--- src/rtl/stream_downsize.sv ---
// Wide-to-narrow stream converter. Each wide beat is emitted as one narrow beat per
// kept lane, in ascending lane order. Lanes whose keep bit is clear are skipped.
module stream_downsize #(
  parameter int T_DATA_WIDTH = 8,
  parameter int T_DATA_RATIO = 4
) (
  input  logic                    clk,
  input  logic                    rst_n,
  input  logic [T_DATA_WIDTH-1:0] s_data_i [T_DATA_RATIO],
  input  logic [T_DATA_RATIO-1:0] s_keep_i,
  input  logic                    s_last_i,
  input  logic                    s_valid_i,
  output logic                    s_ready_o,
  output logic [T_DATA_WIDTH-1:0] m_data_o,
  output logic                    m_last_o,
  output logic                    m_valid_o,
  input  logic                    m_ready_i
);

  typedef logic [T_DATA_RATIO-1:0] lane_mask_t;
  typedef logic [T_DATA_WIDTH-1:0] lane_t;

  lane_t      buf_data [T_DATA_RATIO];
  lane_mask_t rem_keep;
  logic       buf_last;

  lane_mask_t lane_sel;   // one-hot: lowest lane still to be sent
  lane_mask_t rem_after;  // rem_keep with that lane removed
  logic       final_lane;
  logic       s_hs;
  logic       m_hs;
  lane_t      data_sel;

  assign lane_sel   = rem_keep & (~rem_keep + lane_mask_t'(1));
  assign rem_after  = rem_keep & (rem_keep - lane_mask_t'(1));
  assign final_lane = (rem_keep != '0) && (rem_after == '0);

  assign m_valid_o = (rem_keep != '0);
  assign m_last_o  = buf_last && final_lane;
  assign m_hs      = m_valid_o && m_ready_i;

  // Accept a new beat when empty, or when the last pending lane leaves this cycle.
  assign s_ready_o = rst_n && (!m_valid_o || (m_hs && final_lane));
  assign s_hs      = s_valid_i && s_ready_o;

  // AND-OR mux over the one-hot lane select; yields zero when nothing is pending.
  always_comb begin
    // NOTE: default first so every path assigns data_sel and no latch is inferred.
    data_sel = '0;
    for (int i = 0; i < T_DATA_RATIO; i++) begin
      if (lane_sel[i]) data_sel = data_sel | buf_data[i];
    end
  end

  assign m_data_o = data_sel;

  always_ff @(posedge clk) begin
    if (!rst_n) begin
      rem_keep <= '0;
      buf_last <= 1'b0;
      // NOTE: the data array is reset too so that m_data_o is defined as zero after reset.
      for (int i = 0; i < T_DATA_RATIO; i++) buf_data[i] <= '0;
    end else if (s_hs) begin
      // Either empty or the final lane is leaving now, so overwriting loses nothing.
      buf_data <= s_data_i;
      rem_keep <= s_keep_i;
      buf_last <= s_last_i;
    end else if (m_hs) begin
      rem_keep <= rem_after;
    end
  end

endmodule
--- config.mk ---
export PLATFORM = sky130hd
export DESIGN_NAME = stream_downsize
export DESIGN_NICKNAME = d
export VERILOG_FILES = /design/src/rtl/stream_downsize.sv
export SDC_FILE = /design/constraint.sdc
export NUM_CORES = 1
export LEC_CHECK = 0
export CORE_MARGIN = 3
export CORE_UTILIZATION = 40
export CTS_CLUSTER_DIAMETER = 60
export DETAILED_ROUTE_END_ITERATION = 16
export PLACE_DENSITY = 0.67
export SLEW_MARGIN = 25
export SYNTH_ARGS = -nofsm -noshare
export SYNTH_HDL_FRONTEND = slang
export SYNTH_SLANG_ARGS = --single-unit
--- constraint.sdc ---
create_clock -name clk -period 2 [get_ports clk]
set_clock_uncertainty 0.1 [all_clocks]
set_input_delay 0.2 -clock clk [delete_from_list [all_inputs] [get_ports clk]]
set_output_delay 0.2 -clock clk [all_outputs]
set_load 0.01 [all_outputs]
==> results.json <==
{
  "status": "complete, no violations",
  "grt_usage": 0.1570,
  "final_max_slew_viol_count": 0,
  "yosys.area_share.simple": 0.1861,
  "critPathSlowestCell": "dfxtp_2",
  "finalInstanceArea_sq_um": 2530,
  "async_flop_share": 0,
  "synth_nets": 253,
  "cts_root_buf": "clkbuf_8",
  "synth_edf_count": 0,
  "grt_max_degree": 42,
  "end_kind": "output pin",
  "path_buf_inv": 4,
  "synthAdderAreaFrac": 0,
  "arrival_ps": 1600,
  "p_per_area_nw_per_um2": 738.1,
  "cpPeakStageDelay_ps": 340,
  "syn_area_per_cell_sq_um": 8.658,
  "synthMuxAreaShare": 0.1800,
  "worstMarginPinSlew_ps": 371.9,
  "die_w_microns": 73.74,
  "drt_iter0_markers": 52,
  "layout-drive-gt1-share": 0.1673,
  "ant_nets": 0,
  "grt_pass1_wl_microns": 6699,
  "io_pins": 52,
  "nNetsFinal": 315,
  "drt_first_pass_iters": 4,
  "vias_per_cell": 4.924,
  "fillerInstances": 417,
  "dpl_cell_area_sq_um": 2411,
  "startpoint_type": "flop",
  "grt_overflow_total": 0,
  "wl_per_cell_microns": 12.45,
  "hold_viol": 0,
  "fin_total_pwr_uw": 1867,
  "synth_top_family_by_area": "simple AND/OR/NAND/NOR gates",
  "max_cap_viol_count": 0,
  "worstPathMaxFanout": 3,
  "antenna_found_initial": 0,
  "synth_area_leaders": "dfxtp_1 (40%), mux2i_1 (18%), nand2_1 (14%), a22oi_1 (6.1%), buf_12 (3.3%)",
  "gp_congestion": 0.8224,
  "crit_top_cell": "buf_4",
  "vias": 1610,
  "cts.clk_slew.worst_paths_ps": 70,
  "worstSetupPathType": "flop to output pin",
  "areaGrowthSynthToFinish_pct": 37.83,
  "seq_area_frac_synth": 0.4035,
  "h-tree-depth": 2,
  "crit_chain": "nor4b_4 > buf_4 > buf_4 > buf_4 > a22oi_1 > o21ai_1 > buf_2",
  "cts_buffer_depth": 2,
  "grt_pass1_vias": 1547,
  "max-vdd-ir-drop_mv": 0.4743,
  "routed_wl_microns": 4070,
  "initial_core_util": 0.4187,
  "drcViolationCount": 0,
  "clk_latency_ps": 280,
  "yosysWarnings": 0,
  "synth_top_area_frac": 0.4035,
  "dieArea_sq_um": 5438,
  "netlist_area_sq_um": 1836,
  "setup_viol_count_final": 0,
  "slew-limit-headroom": 0.7521,
  "fmax_mhz": 526.3,
  "finalCritPeriodShare": 0.9501,
  "post-synth-top-area-cell": "dfxtp_1",
  "period_needed_ps": 1900,
  "numCtsBuffers": 5,
  "post-dp-hpwl_microns": 2844,
  "hold_path.class": "primary input to flop",
  "syn_inst": 212,
  "tritoncts": "built",
  "cp_top_family": "buffers and inverters",
  "final_util": 0.5771,
  "ys_seq_elements": 37,
  "synth_most_common_cell": "nand2_1",
  "power_leakage_uw": 0.001097,
  "core_sq_um": 4384,
  "port-buffer-count": 51,
  "rows": 24,
  "synth-xor-area-share": 0.004772,
  "ys.flop_type": "dfxtp_1",
  "clkSinkCount": 37,
  "dieHeight_microns": 73.74,
  "synthTopCellsByCount": "nand2_1 (69), dfxtp_1 (37), mux2i_1 (33)",
  "crit_required_ps": 1700,
  "synth_compound_area_frac": 0.1479,
  "insertedDiodeCount": 0,
  "synthDistinctLibCells": 27
}
[where the power goes]
group | switching, uW | leakage [uW] | total [uW] | internal, uW
combinational | 220 | 0.000745 | 501 | 281
clock | 257 | 0.0000450 | 499 | 241
sequential | 48.4 | 0.000307 | 868 | 819
[placed cells by master, fill, tap and decap left out, types with 4 or more instances in the layout]
cell | netlist | layout
nand2_1 | 69 | 69
clkbuf_8 | 0 | 5
mux2i_1 | 33 | 33
o21ai_0 | 11 | 10
dfxtp_1 | 37 | 33
buf_2 | 0 | 4
clkdlybuf4s50_1 | 0 | 40
buf_4 | 0 | 21
a22oi_1 | 15 | 15
[flip-flops by register name, summed over array words and instances, names as in the netlist]
| register | cells |
|---|---|
| buf_last | 1 |
| rem_keep | 4 |
| buf_data | 32 |
[per-stage QoR]
stage          TNS [ps]  cells  setup WS [ps]  hold WS [ps]
6_report              0    327          99.86         236.7
5_1_grt         -0.5420    327        -0.5420         249.7
4_1_cts          -20.80    325         -20.80         224.1
3_5_place_dp      -3829    313         -177.3         346.6
3_3_place_gp      -3265    313         -180.4         342.8
2_1_floorplan         0    212          335.4         242.1
[path summary, 6_finish.rpt]
path | from | end | slack (ps) | cells past startpoint
max | rem_keep[0] | m_data_o[2] | 100 | 7
min | rst_n | buf_data[7] | 240 | 3
max reg2reg | rem_keep[2] | buf_data[13] | 190 | 6
min reg2reg | buf_data[12] | buf_data[12] | 360 | 2
[cells by family (layout without fill, tap and decap cells)]
group,count (synthesis),count (layout)
AND/OR/NAND/NOR,81,81
buffers and inverters,21,84
multiplexers,33,33
flip-flops,37,37
XOR/XNOR,1,1
AO/OA/AOI/OAI,39,39
[layout make-up]
cell class	instances	area, sq um	area share
Multi-Input combinational cell	154	960.9	0.3798
Inverter	2	7.507	0.002967
Tap cell	52	65.06	0.02572
Clock buffer	6	72.57	0.02868
Timing Repair Buffer	74	665.6	0.2631
Clock inverter	2	10.01	0.003956
Sequential cell	37	748.2	0.2957
[routing by layer]
layer / part of all wire / vias up / global-route usage
li1: - / 844 / -
met1: 0.48 / 722 / 0.1978
met2: 0.45 / 38 / 0.2569
met3: 0.057 / 6 / 0.04651
met4: 0.0091 / 0 / 0.04829
met5: 0 / - / 0
[worst min-delay path, delay by kind of cell]
kind | cells | cell delay (ps)
multiplexers | 1 | 50
AND/OR/NAND/NOR | 1 | 110
buffers and inverters | 1 | 210
[repair_timing]
item | CTS | global route
setup endpoints to repair | 10 | 8
buffers inserted | 4 | 2
gates resized for setup | 23 | 11
hold buffers | 0 | 0
Note: power is estimated with default switching activity, not from simulation.
==> variant, RTL diff (same settings) <==
`T_DATA_WIDTH`: 8 -> 12.
--- a/src/rtl/stream_downsize.sv
+++ b/src/rtl/stream_downsize.sv
@@ -1,7 +1,7 @@
 // Wide-to-narrow stream converter. Each wide beat is emitted as one narrow beat per
 // kept lane, in ascending lane order. Lanes whose keep bit is clear are skipped.
 module stream_downsize #(
-  parameter int T_DATA_WIDTH = 8,
+  parameter int T_DATA_WIDTH = 12,
   parameter int T_DATA_RATIO = 4
 ) (
   input  logic                    clk,
Ports: changed (resized m_data_o and s_data_i); port bits go from 52 to 72. No check against the original RTL was run, so the function may have changed too.
==> variant against the original RTL <==
  * The run now ends with negative setup slack left
  * Wire length is 73% higher
  * Combinational power grew 37%
  * Maximum frequency shrank 7.9%
  * Cell count rose by 42%
  * Design area grew 46%
  * Area after synthesis is 45% higher
  * Sequential share of layout area is 0.68 points lower
  * Sequential cell count up 16
  * Non-clock buffer count up 31
  * Total power grew 33%
  * Worst setup slack got worse by 0.16 ns
  * Worst hold slack gained 0.099 ns
  * Critical path type is now register to register
  * Largest cell class unchanged
  * Highest routed layer unchanged
==> variant: results (changes against the original RTL) <==
The kind of critical path is register to register. The largest individual stage delay along the critical path comes from the cell sky130_fd_sc_hd__dfxtp_4. In the final layout, the registers with the most flip-flops are buf_data (48), rem_keep (4), buf_last (1). The final setup violation count was 46 (+46). The data arrival time of the worst path came out at 2.20 ns (+0.60 ns). The startpoint identified for the worst register-to-register timing path is rem_keep[1]. The final total negative setup slack is -1.29 ns (-1.29 ns). The number of global-route vias before repair is 2311 (+49%). The worst max-slew margin expressed relative to the limit came out at 72.2% (-3.0 points).

The largest incremental delay on the critical path came to 0.36 ns (+0.02 ns). The number of different library cells in the post-synthesis netlist came out at 29 (+7.4%). The checks that failed: negative setup slack. The flow ran to the end, but the final reports show violations.

The least setup slack across all paths after layout came out at -0.0625 ns (-0.162 ns). The weighted congestion reported at the end of routability-driven placement is 0.842 (+2.4%). The most critical setup path has its startpoint at rem_keep[1]. The post-synthesis average cell area is 8.79 µm² (+1.5%). The placed standard-cell area came out at 3430 µm² (+42%). The share of final-layout standard cells stronger than drive strength 1 is 17.3% (+0.54 points). The placed cell count is 441 (+41%). The commonest cells after synthesis are 110 x sky130_fd_sc_hd__nand2_1, 53 x sky130_fd_sc_hd__dfxtp_1, 49 x sky130_fd_sc_hd__mux2i_1, 17 x sky130_fd_sc_hd__clkbuf_1. The clock-pin slew reported for the worst setup and hold paths after clock tree synthesis was 0.10 ns (+0.03 ns). By area the synthesized netlist is led by sky130_fd_sc_hd__dfxtp_1 40%, sky130_fd_sc_hd__mux2i_1 18%, sky130_fd_sc_hd__nand2_1 16%, sky130_fd_sc_hd__a221o_1 4.5%, sky130_fd_sc_hd__buf_12 3.8%. The pin count of the biggest net entering global routing came out at 107 (+150%).

The largest fanout of any net on the critical path came out at 8 (+5).
[variant: changes by cell type after synthesis, sizes merged, moves of 9 or more]
cell    before  now
o21ai       12    1
a221o        0   12
dfxtp       37   53
nand3b       1   12
mux2i       33   49
a21oi        3   12
a22oi       15    0
nand2       69  110
[variant: cell families (layout without fill, tap and decap cells)]
kind of cell           count (synthesis)  in the layout  share of synthesized area (%)
AND/OR/NAND/NOR                      135            135                           22.8
flip-flops                            53             53                           40.0
multiplexers                          49             49                           18.5
AO/OA/AOI/OAI                         35             35                           10.6
buffers and inverters                 29            115                           7.87
XOR/XNOR                               1              1                          0.330
[variant: how the worst min path moves through the flow]
| stage | cells past startpoint | endpoint | slack [ns] | from |
|---|---|---|---|---|
| global route | 3 | buf_data[21] | 0.32 | s_data_i[21] |
| floorplan | 1 | rem_keep[1] | 0.24 | s_keep_i[1] |
| finish | 3 | buf_data[47] | 0.34 | s_data_i[47] |
| CTS | 3 | buf_data[47] | 0.33 | s_data_i[47] |
| global placement | 2 | buf_last | 0.34 | buf_last |
| detailed placement | 2 | buf_data[44] | 0.35 | buf_data[44] |
[variant: routing by layer]
| layer | global-route usage (%) | up-vias | routed length (µm) |
|---|---|---|---|
| li1 | - | 1194 | - |
| met1 | 25.9 | 1085 | 3340 |
| met2 | 29.4 | 58 | 3250 |
| met3 | 3.22 | 4 | 403 |
| met4 | 4.18 | 0 | 41 |
| met5 | 0 | - | 0 |
[variant: what timing repair did]
item,4_1_cts,5_1_grt
gates resized for setup,77,6
setup endpoints to repair,17,66
setup buffers,11,2
pin swaps,7,7
gates cloned,5,1
[variant: worst register-to-register path, stage by stage (launching register included)]
cell and delay, ns:
sky130_fd_sc_hd__dfxtp_4 0.36, sky130_fd_sc_hd__buf_4 0.15, sky130_fd_sc_hd__buf_6 0.12, sky130_fd_sc_hd__nor3b_4 0.19
sky130_fd_sc_hd__buf_4 0.15, sky130_fd_sc_hd__nand2b_4 0.06, sky130_fd_sc_hd__a211oi_4 0.33, sky130_fd_sc_hd__buf_6 0.19
sky130_fd_sc_hd__buf_16 0.14, sky130_fd_sc_hd__mux2i_1 0.21
[variant: final cells by class]
| cell class | instances | area, µm² |
|---|---|---|
| multi-input combinational | 220 | 1420 |
| timing repair buffer | 105 | 1020 |
| sequential | 53 | 1070 |
| clock inverter | 3 | 17.5 |
| tap | 77 | 96.3 |
| inverter | 2 | 7.51 |
| clock buffer | 5 | 68.8 |
| fill | 585 | 2690 |
[variant: power by group through the flow]
stage          logic (mW)  clock network, mW  registers [mW]
3_3_place_gp        0.582                  0            1.22
3_5_place_dp        0.586                  0            1.22
4_1_cts             0.672              0.616            1.20
5_1_grt             0.738              0.654            1.21
6_report            0.686              0.603            1.20
2_1_floorplan       0.377                  0            1.21
